$ cat config.mk
export PLATFORM = sky130hd
export DESIGN_NAME = cpu_sram_arbiter
export DESIGN_NICKNAME = d
export VERILOG_FILES = /design/src/rtl/cpu_sram_arbiter_pkg.sv /design/src/rtl/cpu_sram_arb_pick.sv /design/src/rtl/cpu_sram_arbiter.sv
export SDC_FILE = /design/constraint.sdc
export NUM_CORES = 1
export LEC_CHECK = 0
export ABC_AREA = 1
export BUFFER_PORTS_ARGS = -buffer_cell sky130_fd_sc_hd__buf_2
export CAP_MARGIN = 10
export CELL_PAD_IN_SITES_DETAIL_PLACEMENT = 0
export CELL_PAD_IN_SITES_GLOBAL_PLACEMENT = 2
export CORE_ASPECT_RATIO = 1.2
export CORE_MARGIN = 4
export CORE_UTILIZATION = 19
export DETAILED_ROUTE_END_ITERATION = 7
export HOLD_SLACK_MARGIN = 0.15
export PLACE_DENSITY_LB_ADDON = 0.1
export SLEW_MARGIN = 30
export SYNTH_ARGS = -nofsm -noshare
export SYNTH_HDL_FRONTEND = slang
export SYNTH_SLANG_ARGS = --single-unit
$ cat constraint.sdc
create_clock -name clk -period 1.64 [get_ports clk]
set_input_delay 0.246 -clock clk [delete_from_list [all_inputs] [get_ports clk]]
set_output_delay 0.246 -clock clk [all_outputs]
set_load 0.01 [all_outputs]
$ cat src/rtl/cpu_sram_arbiter_pkg.sv
// Shared definitions for the CPU SRAM-port arbiter.
// - arb_state_e: arbiter FSM states (idle / address phase / data phase)
// - Sz*: access size codes carried on inst_size, data_size and bus_size
// - Own*: owner codes recording which requester holds the bus transaction
package cpu_sram_arbiter_pkg;

    typedef enum logic [1:0] {
        ArbIdle = 2'd0,
        ArbAddr = 2'd1,
        ArbData = 2'd2
    } arb_state_e;

    localparam logic [1:0] SzByte = 2'd0;
    localparam logic [1:0] SzHalf = 2'd1;
    localparam logic [1:0] SzWord = 2'd2;

    localparam logic OwnInst = 1'b0;
    localparam logic OwnData = 1'b1;

endpackage

$ cat src/rtl/cpu_sram_arb_pick.sv
// Priority decision plus the anti-starvation counter.
// Ports:
//   clk, reset          clock, synchronous active-high reset
//   inst_req, data_req  pending requests from fetch and load/store
//   grant               high in the cycle the top module accepts a winner
//   inst_win            high when fetch wins the current arbitration
// Data normally wins. The counter tracks consecutive data grants taken while
// fetch was waiting; at STARVE_MAX fetch is forced through.
// CNT_WD must be wide enough to hold STARVE_MAX (2**CNT_WD > STARVE_MAX).
module cpu_sram_arb_pick #(
    parameter int unsigned STARVE_MAX = 4,
    parameter int unsigned CNT_WD     = 3
) (
    input  logic clk,
    input  logic reset,
    input  logic inst_req,
    input  logic data_req,
    input  logic grant,
    output logic inst_win
);

    localparam logic [CNT_WD-1:0] CntMax = CNT_WD'(STARVE_MAX);

    logic [CNT_WD-1:0] cnt_q, cnt_d;

    assign inst_win = inst_req && (!data_req || (cnt_q == CntMax));

    always_comb begin
        cnt_d = cnt_q;
        if (grant) begin
            if (!inst_win && inst_req) begin
                // Data jumped a waiting fetch; count it, saturating.
                cnt_d = (cnt_q == CntMax) ? cnt_q : cnt_q + 1'b1;
            end else begin
                cnt_d = '0;
            end
        end
    end

    always_ff @(posedge clk) begin
        if (reset) begin
            cnt_q <= '0;
        end else begin
            cnt_q <= cnt_d;
        end
    end

endmodule

$ cat src/rtl/cpu_sram_arbiter.sv
// Shares one sram-like memory port between instruction fetch and data access.
// One transaction is outstanding at a time: IDLE arbitrates and latches the
// winner's fields, ADDR presents them until bus_addr_ok, DATA waits for
// bus_data_ok. Handshakes back to the owner are combinational from the bus.
// Ports:
//   clk, reset                       clock, synchronous active-high reset
//   inst_req/size/addr               fetch request (read-only)
//   inst_addr_ok/data_ok/rdata       fetch handshake and read data
//   data_req/wr/size/addr/wdata      load/store request
//   data_addr_ok/data_ok/rdata       load/store handshake and read data
//   bus_req/wr/size/addr/wdata       request to the memory bridge
//   bus_addr_ok/data_ok/rdata        bridge handshake and read data
module cpu_sram_arbiter
    import cpu_sram_arbiter_pkg::*;
#(
    parameter int unsigned STARVE_MAX = 4,
    parameter int unsigned CNT_WD     = 3
) (
    input  logic        clk,
    input  logic        reset,
    input  logic        inst_req,
    input  logic [1:0]  inst_size,
    input  logic [31:0] inst_addr,
    output logic        inst_addr_ok,
    output logic        inst_data_ok,
    output logic [31:0] inst_rdata,
    input  logic        data_req,
    input  logic        data_wr,
    input  logic [1:0]  data_size,
    input  logic [31:0] data_addr,
    input  logic [31:0] data_wdata,
    output logic        data_addr_ok,
    output logic        data_data_ok,
    output logic [31:0] data_rdata,
    output logic        bus_req,
    output logic        bus_wr,
    output logic [1:0]  bus_size,
    output logic [31:0] bus_addr,
    output logic [31:0] bus_wdata,
    input  logic        bus_addr_ok,
    input  logic        bus_data_ok,
    input  logic [31:0] bus_rdata
);

    arb_state_e state_q, state_d;
    logic       owner_q;
    logic       grant;
    logic       inst_win;

    assign grant = (state_q == ArbIdle) && (inst_req || data_req);

    cpu_sram_arb_pick #(
        .STARVE_MAX (STARVE_MAX),
        .CNT_WD     (CNT_WD)
    ) u_pick (
        .clk      (clk),
        .reset    (reset),
        .inst_req (inst_req),
        .data_req (data_req),
        .grant    (grant),
        .inst_win (inst_win)
    );

    // Both read-data outputs see the bus; only the owner's data_ok qualifies it.
    assign inst_rdata = bus_rdata;
    assign data_rdata = bus_rdata;

    always_comb begin
        state_d      = state_q;
        bus_req      = 1'b0;
        inst_addr_ok = 1'b0;
        data_addr_ok = 1'b0;
        inst_data_ok = 1'b0;
        data_data_ok = 1'b0;
        unique case (state_q)
            ArbIdle: begin
                if (grant) begin
                    state_d = ArbAddr;
                end
            end
            ArbAddr: begin
                bus_req = 1'b1;
                if (bus_addr_ok) begin
                    state_d      = ArbData;
                    inst_addr_ok = (owner_q == OwnInst);
                    data_addr_ok = (owner_q == OwnData);
                end
            end
            ArbData: begin
                if (bus_data_ok) begin
                    state_d      = ArbIdle;
                    inst_data_ok = (owner_q == OwnInst);
                    data_data_ok = (owner_q == OwnData);
                end
            end
            default: begin
                state_d = ArbIdle;
            end
        endcase
    end

    always_ff @(posedge clk) begin
        if (reset) begin
            state_q   <= ArbIdle;
            owner_q   <= OwnInst;
            bus_wr    <= 1'b0;
            bus_size  <= SzByte;
            bus_addr  <= '0;
            bus_wdata <= '0;
        end else begin
            state_q <= state_d;
            // Fields are latched once at grant and held through ADDR so the
            // bridge sees a stable request regardless of requester activity.
            if (grant) begin
                if (inst_win) begin
                    owner_q   <= OwnInst;
                    bus_wr    <= 1'b0;
                    bus_size  <= inst_size;
                    bus_addr  <= inst_addr;
                    bus_wdata <= '0;
                end else begin
                    owner_q   <= OwnData;
                    bus_wr    <= data_wr;
                    bus_size  <= data_size;
                    bus_addr  <= data_addr;
                    bus_wdata <= data_wdata;
                end
            end
        end
    end

endmodule

==> out/qor.csv <==
metric;value;unit
Final min period;1.54;ns
first-pass GRT wire length;20000;um
CP Capture Type;output port;
core outline area;0.0195;mm2
achievable frequency;0.651;GHz
largest net degree at the start of global routing;59;
Filler cells;2251;
Hold-fix buffers, CTS;0;
CTS tree;done;
count of cell types in the netlist;17;
most common cell after layout, fill and taps aside;buf_2;
FF+latch count, synth;73;
vias in the first global route;3690;
area delta synth->final;27.7;%
sequential area share after synthesis;38.8;%
Synth Instances;560;
worst-path fanout max;3;
post-route ant nets;0;
Ports;275;
Post-Syn Nets;701;
Combinational Power Share;22.1;%
CP startpoint kind;flop;
final hold vios;0;
Die Area;0.0222;mm2
Final Non-Filler Cells;926;
Vias/cell;3.96;
commonest non-fill, non-tap cells in the layout;178 x buf_2, 115 x nand2_1, 102 x nand3_1, 76 x nor2_1, 73 x dfxtp_1;
# H-tree levels;3;
final WL;12900;um
Psw;1.54;mW
Max Root-Sink Buffers;2;
# clock sinks;73;
worst-skew pair later-pin latency;0.33;ns
# rows;56;
initial DRC count;135;
status;finished clean;
register area;0.00146;mm2
Setup Skew;0.00613;ns
clk slew on worst S/H paths;0.06;ns
Inserted Clock Buffers;9;
setup violators final;0;
critical path class;reg -> out;
die width;137;um
Critical Path AT;1.29;ns
Worst IR Drop VDD;0.476;mV
Remaining DRCs;0;
chip height;162;um
ANT cells;0;
DR WL/cell;13.9;um
Worst Hold Class;in -> reg;
hpwl dp;9180;um
initial antenna violation count;0;
CTS root buffer;clkbuf_16;
fin crit share;93.7;%
Max Cap Viol;0;
Slew HR;77.3;%
Worst Tran Pin Value;0.341;ns
grt total ovfl;0;
Switching Fraction;30.1;%
1st-pass router iterations;6;
fraction of layout instances using a drive strength above 1;32.0;%
warnings from Yosys;0;
Power Dens Cells;1060;mW/mm2
Crit path required time;1.39;ns
average size of a mapped cell;6.73;um2
Final GP Congestion;0.721;
port bufs;178;
initial cell density of the core;19.3;%
placed instance count;911;
worst-case hold slack;0.175;ns
Flop pwr share;39.9;%
area of the multi-input gates;0.00151;mm2
all-layer global routing usage;11.6;%
nets;802;
Final Max Slew Viols;0;
P_int;3.57;mW
cell area after synthesis;0.00377;mm2
via count;3664;
Pleak;2.55;nW
Clk pwr share;38.1;%
power groups by stage:
| stage | registers, mW | clock network [mW] | logic (mW) |
|---|---|---|---|
| global route | 2.06 | 2.11 | 1.29 |
| floorplan | 2.15 | 0 | 0.729 |
| global placement | 2.08 | 0 | 1.16 |
| detailed placement | 2.08 | 0 | 1.16 |
| finish | 2.04 | 1.95 | 1.13 |
| CTS | 2.04 | 2.06 | 1.16 |
timing repair:
item | 4_1_cts | 5_1_grt
setup endpoints to repair | 0 | 3
buffers inserted | 0 | 0
gates resized for setup | 0 | 3
path summary, 6_finish.rpt:
path	slack (ns)	to	start	cells after the start
max	0.10	data_data_ok	state_q[1]	5
min	0.17	bus_wdata[9]	data_wdata[9]	3
max reg2reg	0.22	bus_wdata[7]	u_pick.cnt_q[0]	8
min reg2reg	0.46	bus_wdata[30]	bus_wdata[30]	2
sequential cells by signal (all words and copies together), names as in the netlist:
| signal | flops |
|---|---|
| bus_addr | 32 |
| bus_wdata | 32 |
| u_pick.cnt_q | 3 |
| bus_size | 2 |
| state_q | 2 |
| bus_wr | 1 |
| owner_q | 1 |
metal layers:
layer | GRT usage, % | wire [um]
met1 | 13.8 | 5440
met2 | 19.2 | 6120
met3 | 3.66 | 1130
met4 | 4.58 | 181
met5 | 0 | 0
through the flow:
step	cell area (um2)	power (mW)	setup TNS, ns	setup WS, ns	utilization (%)
6_report	4810	5.11	0	0.103	24.6
3_3_place_gp	4520	3.23	0	0.239	23.1
2_1_floorplan	3770	2.88	0	0.208	-
4_1_cts	4800	5.26	0	0.0435	24.6
3_5_place_dp	4520	3.24	0	0.206	23.1
5_1_grt	4810	5.46	-0.0126	-0.0126	24.6
worst max-delay path, stage by stage, from the launching register on:
cell,delay (ns)
dfxtp_1,0.36
inv_1,0.06
nor2_1,0.13
inv_1,0.08
nor3_1,0.15
buf_2,0.17
cell families (layout without fill, tap and decap cells):
family                   Yosys count  after routing  share of synthesized area, %
AO/OA/AOI/OAI                     39             39                          5.25
adder cells (fa/ha/maj)            2              2                         0.664
buffers and inverters            146            251                          21.8
flip-flops                        73             73                          38.8
AND/OR/NAND/NOR                  300            300                          33.5
cell usage after synthesis (all sizes together):
| cell | n | area [um2] |
|---|---|---|
| nor2 | 79 | 299 |
| nand3 | 102 | 510 |
| clkbuf | 15 | 56.3 |
| nor3 | 2 | 10.0 |
| a21oi | 36 | 180 |
| o21ai | 2 | 10.0 |
| inv | 45 | 169 |
| o21bai | 1 | 7.51 |
| nand2 | 117 | 442 |
| dfxtp | 73 | 1460 |
| ha | 2 | 25.0 |
| buf | 86 | 597 |
final cells by class:
class	count	share of cell area [%]
tap	261	6.79
timing repair buffer	191	22.1
clock inverter	6	1.25
sequential	73	30.4
inverter	45	3.51
multi-input combinational	341	31.3
clock buffer	9	4.68
No activity file was read; power rests on OpenSTA's default activity.
